`src/rtl/dmem_pkg.sv`:
```
// Shared definitions for the data-memory arbiter: default geometry, owner tags
// and starvation-guard defaults.
package dmem_pkg;

   localparam int AW_DEF       = 8;
   localparam int DW_DEF       = 32;
   localparam int MAX_WAIT_DEF = 4;
   localparam int CNT_W        = 4;

   typedef enum logic {
      OWN_C = 1'b0,
      OWN_D = 1'b1
   } owner_e;

endpackage

```
`src/rtl/dmem_arbiter_starve_cnt.sv`:
```
// Saturating wait counter for the secondary port; clear wins over increment,
// and sat is a registered copy of (count == MAX_WAIT).
module starve_cnt
   import dmem_pkg::*;
#(
   parameter int MAX_WAIT = MAX_WAIT_DEF
) (
   input  logic             clk,
   input  logic             rst,
   input  logic             inc,
   input  logic             clr,
   output logic [CNT_W-1:0] cnt,
   output logic             sat
);

   localparam logic [CNT_W-1:0] MAX_V = CNT_W'(MAX_WAIT);

   logic [CNT_W-1:0] cnt_q, cnt_d;
   logic             sat_q, sat_d;

   always_comb begin
      cnt_d = cnt_q;
      if (clr) begin
         cnt_d = {CNT_W{1'b0}};
      end else if (inc && (cnt_q != MAX_V)) begin
         cnt_d = cnt_q + {{(CNT_W-1){1'b0}}, 1'b1};
      end else begin
         cnt_d = cnt_q;
      end
      sat_d = (cnt_d == MAX_V);
   end

   always_ff @(posedge clk or negedge rst) begin
      if (!rst) begin
         cnt_q <= {CNT_W{1'b0}};
         sat_q <= 1'b0;
      end else begin
         cnt_q <= cnt_d;
         sat_q <= sat_d;
      end
   end

   assign cnt = cnt_q;
   assign sat = sat_q;

endmodule

```
`src/rtl/dmem_arbiter.sv`:
```
// Arbitrates the single-port data memory between the MEM stage (C, primary)
// and the debug/loader master (D), returning read data one cycle after grant.
module dmem_arbiter
   import dmem_pkg::*;
#(
   parameter int AW       = AW_DEF,
   parameter int DW       = DW_DEF,
   parameter int MAX_WAIT = MAX_WAIT_DEF
) (
   input  logic          clk,
   input  logic          rst,
   input  logic          c_req,
   input  logic          c_we,
   input  logic [AW-1:0] c_addr,
   input  logic [DW-1:0] c_wdata,
   output logic          c_gnt,
   output logic          c_rvalid,
   output logic [DW-1:0] c_rdata,
   input  logic          d_req,
   input  logic          d_we,
   input  logic [AW-1:0] d_addr,
   input  logic [DW-1:0] d_wdata,
   output logic          d_gnt,
   output logic          d_rvalid,
   output logic [DW-1:0] d_rdata,
   output logic          mem_we,
   output logic [AW-1:0] mem_addr,
   output logic [DW-1:0] mem_din,
   input  logic [DW-1:0] mem_dout,
   output logic          starve
);

   localparam logic [CNT_W-1:0] MAX_V = CNT_W'(MAX_WAIT);

   logic [CNT_W-1:0] wait_cnt;
   logic             force_s;
   logic             cnt_inc_s;
   logic             cnt_clr_s;

   logic             rd_pend_q,  rd_pend_d;
   owner_e           rd_owner_q, rd_owner_d;
   logic [DW-1:0]    rdata_q,    rdata_d;

   starve_cnt #(
      .MAX_WAIT (MAX_WAIT)
   ) u_starve_cnt (
      .clk (clk),
      .rst (rst),
      .inc (cnt_inc_s),
      .clr (cnt_clr_s),
      .cnt (wait_cnt),
      .sat (starve)
   );

   // Grants are masked by rst so nothing reaches the memory while reset is held.
   always_comb begin
      force_s   = d_req & (wait_cnt == MAX_V);
      d_gnt     = rst & d_req & (~c_req | force_s);
      c_gnt     = rst & c_req & ~d_gnt;
      cnt_inc_s = d_req & ~d_gnt;
      cnt_clr_s = d_gnt | ~d_req;
   end

   always_comb begin
      mem_we   = 1'b0;
      mem_addr = {AW{1'b0}};
      mem_din  = {DW{1'b0}};
      if (d_gnt) begin
         mem_we   = d_we;
         mem_addr = d_addr;
         mem_din  = d_wdata;
      end else if (c_gnt) begin
         mem_we   = c_we;
         mem_addr = c_addr;
         mem_din  = c_wdata;
      end else begin
         mem_we   = 1'b0;
         mem_addr = {AW{1'b0}};
         mem_din  = {DW{1'b0}};
      end
   end

   // dmem updates douta on the falling edge of the grant cycle, so it is
   // stable at the next rising edge where it is captured for the owner.
   always_comb begin
      rd_pend_d  = (c_gnt & ~c_we) | (d_gnt & ~d_we);
      rd_owner_d = rd_owner_q;
      rdata_d    = {DW{1'b0}};
      if (rd_pend_d) begin
         rd_owner_d = d_gnt ? OWN_D : OWN_C;
         rdata_d    = mem_dout;
      end else begin
         rd_owner_d = rd_owner_q;
         rdata_d    = {DW{1'b0}};
      end
   end

   always_ff @(posedge clk or negedge rst) begin
      if (!rst) begin
         rd_pend_q  <= 1'b0;
         rd_owner_q <= OWN_C;
         rdata_q    <= {DW{1'b0}};
      end else begin
         rd_pend_q  <= rd_pend_d;
         rd_owner_q <= rd_owner_d;
         rdata_q    <= rdata_d;
      end
   end

   always_comb begin
      c_rvalid = rd_pend_q & (rd_owner_q == OWN_C);
      d_rvalid = rd_pend_q & (rd_owner_q == OWN_D);
      c_rdata  = {DW{1'b0}};
      d_rdata  = {DW{1'b0}};
      if (c_rvalid) begin
         c_rdata = rdata_q;
      end else if (d_rvalid) begin
         d_rdata = rdata_q;
      end else begin
         c_rdata = {DW{1'b0}};
         d_rdata = {DW{1'b0}};
      end
   end

endmodule

```
`config.mk`:
```
export PLATFORM = sky130hd
export DESIGN_NAME = dmem_arbiter
export DESIGN_NICKNAME = d
export VERILOG_FILES = /design/src/rtl/dmem_pkg.sv /design/src/rtl/dmem_arbiter_starve_cnt.sv /design/src/rtl/dmem_arbiter.sv
export SDC_FILE = /design/constraint.sdc
export NUM_CORES = 1
export LEC_CHECK = 0
export BUFFER_PORTS_ARGS = -buffer_cell sky130_fd_sc_hd__buf_4
export CAP_MARGIN = 10
export CORE_AREA = 2 2 88 90
export CTS_BUF_LIST = sky130_fd_sc_hd__clkbuf_8
export CTS_CLUSTER_DIAMETER = 60
export DETAILED_ROUTE_END_ITERATION = 7
export DIE_AREA = 0 0 90 92
export PLACE_DENSITY = 0.78
export SLEW_MARGIN = 10
export SYNTH_ARGS = -nofsm -noshare
export SYNTH_HDL_FRONTEND = slang
export SYNTH_SLANG_ARGS = --single-unit
```
`constraint.sdc`:
```
create_clock -name clk -period 1.7 [get_ports clk]
set_clock_uncertainty 0.15 [all_clocks]
set_input_delay 0 -clock clk [delete_from_list [all_inputs] [get_ports clk]]
set_output_delay 0 -clock clk [all_outputs]
set_load 0.03 [all_outputs]
```
# Word-level counts from Yosys, hierarchy flattened
# Index checks and enable logic that the tools add are counted.
# W data, S select, Z words.
# totals
word_cells	42
regBits	39
inputBits	118
out_inout_bits	110
# classes
mux	13
reduce_logical	1
bitwise	19
eq_ne	3
addsub	1
# ops
cell	n
$mux W32	6
$mux W8	2
$and A1 B1 Y1	10
$eq A4 B3 Y1 const B	2
$mux W4	2
$not A1 Y1	6
$add A4 B1 Y4 const B	1
$ne A4 B3 Y1 const B	1
$mux W1	3
$or A1 B1 Y1	3
$logic_and A1 B1 Y1	1

# Depth between registers and ports, before layout
# Gate-level depths: netlist of the first run.
# logic_depth
depth_word	10
depth_mapped	8
depth_no_buf	5

# Hierarchy
# Synthesis of the first run repeated with hierarchy kept, for this count alone.
# unflattened
hier_cells	343
area_unflattened_um2	3030.4
# by_module_without_submodules
mod	area_per_inst_um2	n_inst	cells_each
dmem_arbiter	2740.1	1	313
starve_cnt	290.3	1	30

# Worst setup path before layout of the first run
# OpenSTA, ideal clock, no wires.
# synth_timing
path_type	register to output
start	register u_starve_cnt.cnt_q[0], in the netlist u_starve_cnt.cnt[0]
end	output mem_addr[0]
arrival_ns	1.847
path_buffers	2
stages_incl_launch_ff	8
setup_slack_ns	-0.297
cell_sequence	dfrtp_1 > inv_1 > ha_1 > and3b_1 > buf_6 > a21oi_2 > buf_2 > a22o_1
# synth_between
elab_chain_cells	8
# synth_rtl
element	line	source
start: declaration	dmem_arbiter_starve_cnt.sv:18	logic [CNT_W-1:0] cnt_q, cnt_d;
start signal: assignment	dmem_arbiter_starve_cnt.sv:35	cnt_q <= {CNT_W{1'b0}};
start signal: assignment	dmem_arbiter_starve_cnt.sv:38	cnt_q <= cnt_d;
$eq A4 B3 Y1	dmem_arbiter.sv:57	force_s = d_req & (wait_cnt == MAX_V);
$and A1 B1 Y1	dmem_arbiter.sv:57	
$or A1 B1 Y1	dmem_arbiter.sv:58	d_gnt = rst & d_req & (~c_req | force_s);
$and A1 B1 Y1	dmem_arbiter.sv:58	
$not A1 Y1	dmem_arbiter.sv:59	c_gnt = rst & c_req & ~d_gnt;
$and A1 B1 Y1	dmem_arbiter.sv:59	
net c_gnt	dmem_arbiter.sv:16	output logic c_gnt,
$mux W8	dmem_arbiter.sv:72	end else if (c_gnt) begin
$mux W8	dmem_arbiter.sv:68	if (d_gnt) begin
end: declaration	dmem_arbiter.sv:27	output logic [AW-1:0] mem_addr,
# The timed path passes the listed nets, and every way through them passes these cells.

# Worst setup path after layout of the first run
# layout_timing
start	register u_starve_cnt.cnt_q[0], in the netlist u_starve_cnt.cnt[0]
end	output mem_din[0]
# layout_between
elab_chain_cells	8
# layout_rtl
element	line	source
$eq A4 B3 Y1 (*)	dmem_arbiter.sv:57	
$and A1 B1 Y1 (*)	dmem_arbiter.sv:57	
$or A1 B1 Y1 (*)	dmem_arbiter.sv:58	
$and A1 B1 Y1 (*)	dmem_arbiter.sv:58	
$not A1 Y1	dmem_arbiter.sv:59	
$and A1 B1 Y1	dmem_arbiter.sv:59	
$mux W32	dmem_arbiter.sv:72	
$mux W32 (*)	dmem_arbiter.sv:68	
end: declaration	dmem_arbiter.sv:28	output logic [DW-1:0] mem_din,
# Mark *: on every way between the ends. The rest lies on a longest branch, timed or not.

==> results of run 1 <==
[per-layer routing]
layer	track usage	up-vias	routed length (µm)
met4	0.0705	0	194
li1	-	1441	-
met1	0.320	1489	4560
met3	0.0419	16	483
met5	0	-	0
met2	0.454	111	6010
[flip-flops by register name, indices dropped and copies added (netlist names)]
name and cells:
u_starve_cnt.sat 1, rdata_q 32, rd_owner_q 1, u_starve_cnt.cnt 4
rd_pend_q 1
[cell type report]
class	count	area share
clock inverter	3	0.0110
multi-input combinational	171	0.312
sequential	39	0.167
inverter	4	0.00258
timing repair buffer	303	0.473
tap	102	0.0219
clock buffer	5	0.0118
[cell families (layout without fill, tap and decap cells)]
kind of cell               after synthesis  count (layout)  share of synthesized area
AOI/OAI and AO/OA                       83              83                      0.317
xor gates and xnor gates                 1               1                    0.00347
adders and majority gates                2               2                    0.00992
buffers and inverters                   29             315                     0.0734
DFF                                     39              39                      0.387
muxes                                    2               2                    0.00794
and+or+nand+nor                         83              83                      0.201
[cells in the mapped netlist (4+ instances only)]
cell type and instances:
a22o_1 42, dfrtp_1 39, and2_1 33, and3_1 32, a21boi_2 29, buf_6 9, clkbuf_1 9, buf_2 7
inv_1 4, nor3_1 4
[critical path: cells and delay by family, from the launching register on]
| family | cells | cell delay (ps) |
|---|---|---|
| AOI/OAI and AO/OA | 2 | 550 |
| and+or+nand+nor | 1 | 220 |
| adders and majority gates | 1 | 150 |
| buffers and inverters | 3 | 390 |
| DFF | 1 | 390 |
[stage by stage]
step / setup WS, ps / power [µW]
3_5_place_dp: -118 / 1990
4_1_cts: -408 / 3080
3_3_place_gp: -81.2 / 1960
6_report: -437 / 3100
2_1_floorplan: -148 / 1520
5_1_grt: -472 / 3220
[timing repair]
action | in CTS | in global routing
endpoints found under the setup margin | 79 | 85
buffers inserted | 9 | 4
cloned | 4 | 2
endpoints found under the hold margin | 73 | 0
pin swaps | 8 | 5
hold buffers | 35 | 0
resized for setup | 72 | 9
[power breakdown]
group / internal (µW) / total, µW / leakage, µW / switching, µW
logic: 652 / 1210 / 0.00250 / 556
clock network: 581 / 902 / 0.0000695 / 321
registers: 968 / 991 / 0.000529 / 23.2
[path summary, 6_finish.rpt]
kind,start,end,slack [ps],cells past startpoint
setup / recovery,u_starve_cnt.cnt[0]$_DFF_PN0_,mem_din[0],-440,7
hold / removal,c_we,rdata_q[17]$_DFF_PN0_,-2,4
setup reg to reg,u_starve_cnt.cnt[0]$_DFF_PN0_,rdata_q[10]$_DFF_PN0_,-340,9
hold reg to reg,u_starve_cnt.cnt[3]$_DFF_PN0_,u_starve_cnt.sat$_DFF_PN0_,600,4
max in group asynchronous,rst,u_starve_cnt.cnt[2]$_DFF_PN0_,540,3
min in group asynchronous,rst,u_starve_cnt.cnt[0]$_DFF_PN0_,100,2
==> run_results.csv, run 1 <==
group,metric,value,unit
outcome,result_of_the_run,"complete, but fails checks",
outcome,failed_checks,"negative hold slack, negative setup slack",
global_routing,grt_first_pass_wirelength,17.0,mm
global_routing,grt_antenna_before_repair,0,
placement,dp.cells,568,
clock_tree,clkLatencyLatePin,290,ps
timing,relSlewSlack,0.705,
timing,report.final.hold_viol_count,2,
global_routing,track_usage,0.255,
final_layout,stdcell_area,0.00583,mm²
final_layout,utilization,0.782,
final_layout,areaGrowthSynthToFinish,131,%
synthesis,syn-num-nets,359,
synthesis,synth.avg_cell_area,10.5,µm²
synthesis,ys_warn_count,0,
synthesis,leading_cell_types_by_total_area_after_synthesis,"dfrtp_1 (39%), a22o_1 (15%), a21boi_2 (13%)",
final_layout,most-common-layout-cells,"buf_4 (201), buf_6 (51), a22o_4 (41), dfrtp_1 (39), dlygate4sd3_1 (35)",
pwr,peakVddDrop,0.485,mV
floorplan,die_area,0.00828,mm²
worst_setup_path,worst_path_arrival,1990,ps
detailed_routing,drt-vias-per-instance,4.88,
timing,setup_ws,-437,ps
synthesis,synthArstFlopShare,1.00,
synthesis,synth_cells,239,
placement,postPlaceCellArea,0.00482,mm²
synthesis,distinct_cell_type_count_of_the_synthesized_netlist,29,
timing,fin_worst_hold_slack,-1.58,ps
synthesis,synth.yosys.seq_area_share,0.387,
hold_path,hold_path.class,"primary input to flip-flop",
floorplan,i_o_pins,228,
synthesis,fraction_of_post_synthesis_cell_area_in_the_top_cell_type_by_area,0.387,
floorplan,coreArea,0.00745,mm²
timing,fin_tns_setup,-27320,ps
placement,place.gp.congestion,0.809,
floorplan,die_y,92,µm
global_routing,largest_net_degree_at_the_start_of_global_routing,35,
worst_setup_path,worst_setup_path_end_kind,"output pin",
placement,number_of_buffers_added_on_ports,227,
worst_setup_path,crit_chain,"inv_2 > ha_4 > and3b_2 > o211a_4 > buf_12 > a22o_4 > buf_6",
detailed_routing,post_drt_wl_per_cell,17.9,µm
synthesis,mappedNetlistArea,0.00252,mm²
detailed_routing,drt_iter0_drc,90,
clock_tree,clk_pin_slew_worst_paths,80,ps
detailed_routing,dr_total_vias,3057,
worst_setup_path,startpoint_type,"flip-flop",
final_layout,fin_cells,627,
clock_tree,clock_tree_from_tritoncts,"built",
synthesis,synth_enable_flop_cells,0,
clock_tree,cts.sink_count,39,
final_layout,num-nets-final,644,
clock_tree,clock-root-buffer,"clkbuf_8",
final_layout,fillCellCount,457,
global_routing,grt_overflow,0,
floorplan,rows,32,
timing,final_period_minus_worst_setup_slack,2140,ps
final_layout,seqCellArea,976,µm²
detailed_routing,remaining_drc_errors,0,
clock_tree,cts.htree.levels,2,
job,maxCapViolCount,0,
synthesis,yosys_most_used_dff,"dfrtp_1",
floorplan,start_util,0.339,
global_routing,grt_pass1_vias,3190,
timing,report.final.slew_viol_count,0,
pwr,leakage,0.00310,µW
final_layout,layout.cells.most_common,"buf_4",
timing,fmax,468,MHz
clock_tree,max-clock-path-buffers,2,
worst_setup_path,timing.critical_path.fanout_max,16,
final_layout,post_route_cells_drive_above_1_share,0.695,
detailed_routing,routed_wl,11.2,mm
timing,setup_violations,81,
worst_setup_path,timing.critical_path.required,1550,ps
synthesis,yosys_register_bits,39,
worst_setup_path,critical_path_class,"flip-flop to output pin",
pwr,power_density,532,mW/mm²
placement,place_hpwl,7.36,mm
final_layout,multi_input_comb_area,0.00182,mm²
clock_tree,tritoncts_buffer_count,5,
final_layout,diodes,0,
detailed_routing,final_antenna_net_count,0,
timing,grt_setup_unrepaired,"true",
timing,finalCritPeriodShare,1.26,
worst_setup_path,critPathSlowestCell,"dfrtp_1",
synthesis,synth_area_leader_cell,"dfrtp_1",
timing,worst_pin_slew,442,ps
detailed_routing,drt_pass1_iterations,4,
worst_setup_path,cp_slowest_stage_delay,390,ps
floorplan,die_width,90,µm
Note: power is estimated with default switching activity, not from simulation.
==> inputs of run 2 (changes only) <==
--- a/config.mk
+++ b/config.mk
@@ -7,12 +7,13 @@
 export LEC_CHECK = 0
 export BUFFER_PORTS_ARGS = -buffer_cell sky130_fd_sc_hd__buf_4
 export CAP_MARGIN = 10
-export CORE_AREA = 2 2 88 90
+export CORE_AREA = 2 2 89 91
 export CTS_BUF_LIST = sky130_fd_sc_hd__clkbuf_8
 export CTS_CLUSTER_DIAMETER = 60
 export DETAILED_ROUTE_END_ITERATION = 7
-export DIE_AREA = 0 0 90 92
-export PLACE_DENSITY = 0.78
+export DIE_AREA = 0 0 91 93
+export PLACE_DENSITY = 0.74
+export REMOVE_ABC_BUFFERS = 1
 export SLEW_MARGIN = 10
 export SYNTH_ARGS = -nofsm -noshare
 export SYNTH_HDL_FRONTEND = slang
==> constraint.sdc (replaced) <==
create_clock -name clk -period 2.1 [get_ports clk]
set_clock_uncertainty 0.15 [all_clocks]
set_input_delay 0 -clock clk [delete_from_list [all_inputs] [get_ports clk]]
set_output_delay 0 -clock clk [all_outputs]
set_load 0.03 [all_outputs]
==> run_results.csv, run 2 (synthesis results as in run 1) <==
group,metric,value,unit
placement,place_hpwl,8.14,mm
final_layout,areaGrowthSynthToFinish,102,%
global_routing,grt_overflow,0,
pwr,leakage,0.00273,µW
floorplan,die_area,0.00846,mm²
clock_tree,cts.htree.levels,2,
clock_tree,tritoncts_buffer_count,5,
detailed_routing,drt-vias-per-instance,4.83,
final_layout,fin_cells,606,
global_routing,grt_pass1_vias,2911,
final_layout,layout.cells.most_common,"buf_4",
worst_setup_path,critical_path_class,"flip-flop to output pin",
global_routing,grt_antenna_before_repair,0,
placement,number_of_buffers_added_on_ports,227,
clock_tree,max-clock-path-buffers,2,
detailed_routing,drt_iter0_drc,77,
final_layout,num-nets-final,623,
hold_path,hold_path.class,"primary input to flip-flop",
clock_tree,clock-root-buffer,"clkbuf_8",
timing,worst_pin_slew,530,ps
floorplan,rows,32,
timing,setup_violations,10,
timing,grt_setup_unrepaired,"true",
placement,place.gp.congestion,0.860,
clock_tree,clk_pin_slew_worst_paths,80,ps
pwr,peakVddDrop,0.235,mV
timing,relSlewSlack,0.646,
worst_setup_path,startpoint_type,"flip-flop",
timing,report.final.slew_viol_count,0,
clock_tree,clkLatencyLatePin,290,ps
timing,final_period_minus_worst_setup_slack,2140,ps
floorplan,i_o_pins,228,
floorplan,die_width,91,µm
timing,finalCritPeriodShare,1.02,
worst_setup_path,worst_setup_path_end_kind,"output pin",
timing,report.final.hold_viol_count,0,
outcome,failed_checks,"negative setup slack",
final_layout,diodes,0,
final_layout,utilization,0.676,
worst_setup_path,timing.critical_path.required,1950,ps
placement,dp.cells,555,
final_layout,largest-register,"rdata_q",
pwr,power_density,466,mW/mm²
detailed_routing,drt_pass1_iterations,4,
timing,fin_tns_setup,-109,ps
detailed_routing,final_antenna_net_count,0,
timing,fmax,468,MHz
job,maxCapViolCount,0,
final_layout,post_route_cells_drive_above_1_share,0.575,
detailed_routing,routed_wl,10.9,mm
floorplan,start_util,0.335,
worst_setup_path,timing.critical_path.fanout_max,10,
global_routing,grt_first_pass_wirelength,16.1,mm
worst_setup_path,worst_path_arrival,1990,ps
clock_tree,clock_tree_from_tritoncts,"built",
clock_tree,cts.sink_count,39,
global_routing,track_usage,0.249,
floorplan,coreArea,0.00753,mm²
outcome,result_of_the_run,"complete, but fails checks",
global_routing,largest_net_degree_at_the_start_of_global_routing,43,
final_layout,flip_flop_count_of_the_largest_register_all_copies_and_words_added,32,
detailed_routing,post_drt_wl_per_cell,18.0,µm
final_layout,most-common-layout-cells,"buf_4 (198), buf_6 (42), a22o_1 (41), dfrtp_1 (39), dlygate4sd3_1 (36)",
detailed_routing,dr_total_vias,2925,
timing,setup_ws,-36.0,ps
floorplan,die_y,93,µm
detailed_routing,remaining_drc_errors,0,
[run 2: cell types whose count changed in the layout (fill, tap and decap cells not counted), moves of 4 or more]
cell and delta:
a22o_1 +40, a22o_4 -40, buf_12 -4, buf_6 -9, nor3_1 +4
[run 2: power by group]
| part | internal (µW) | leakage, µW | switching [µW] |
|---|---|---|---|
| Sequential | 783 | 0.000529 | 17.1 |
| Clock | 470 | 0.0000695 | 267 |
| Combinational | 428 | 0.00213 | 405 |
[run 2: worst paths after layout]
path / start / end / slack (ps) / depth (start not counted)
max: u_starve_cnt.cnt[1]$_DFF_PN0_ / mem_din[24] / -40 / 9
min: d_we / rd_owner_q$_DFFE_PN0N_ / 40 / 3
max reg2reg: u_starve_cnt.cnt[1]$_DFF_PN0_ / rdata_q[21]$_DFF_PN0_ / 100 / 8
min reg2reg: u_starve_cnt.cnt[2]$_DFF_PN0_ / u_starve_cnt.sat$_DFF_PN0_ / 500 / 2
max in group asynchronous: rst / rdata_q[7]$_DFF_PN0_ / 740 / 3
min in group asynchronous: rst / rdata_q[3]$_DFF_PN0_ / 210 / 3
[run 2: through the flow]
stage | total power [µW] | worst slack (ps) | hold slack (ps) | instance area (µm²)
finish | 2370 | -36.0 | 42.6 | 5090
global route | 2450 | -85.4 | 64.6 | 5090
CTS | 2370 | -45.0 | 13.3 | 5070
detailed placement | 1520 | 93.8 | -287 | 4340
global placement | 1510 | 137 | -289 | 4340
floorplan | 1130 | -620 | -446 | 2350
[run 2: final cells by class]
| type | count | area (µm²) |
|---|---|---|
| Sequential cell | 39 | 976 |
| Inverter | 4 | 15.0 |
| Clock inverter | 3 | 63.8 |
| Clock buffer | 5 | 68.8 |
| Multi-Input combinational cell | 171 | 1400 |
| Tap cell | 102 | 128 |
| Fill cell | 582 | 2440 |
| Timing Repair Buffer | 282 | 2440 |
[run 2: worst max-delay path, stage by stage, from the launching register on]
cell and delay, ps:
dfrtp_1 370, inv_2 60, ha_4 160, and3b_1 190, buf_6 120, a21oi_4 220, buf_12 140, buf_16 110
a22o_1 140, buf_4 160
[run 2: repair_timing]
item / in CTS / in global routing
hold endpoints to repair: 76 / 0
hold buffers: 36 / 0
setup buffers: 3 / 4
pin swaps: 4 / 10
resized for setup: 42 / 9
gates cloned: 2 / 0
setup endpoints to repair: 41 / 67
[run 2: routing by layer]
metal	routed length [µm]	GRT usage
met5	0	0
met4	257	0.0631
met3	1020	0.0717
met2	5650	0.474
met1	3970	0.270
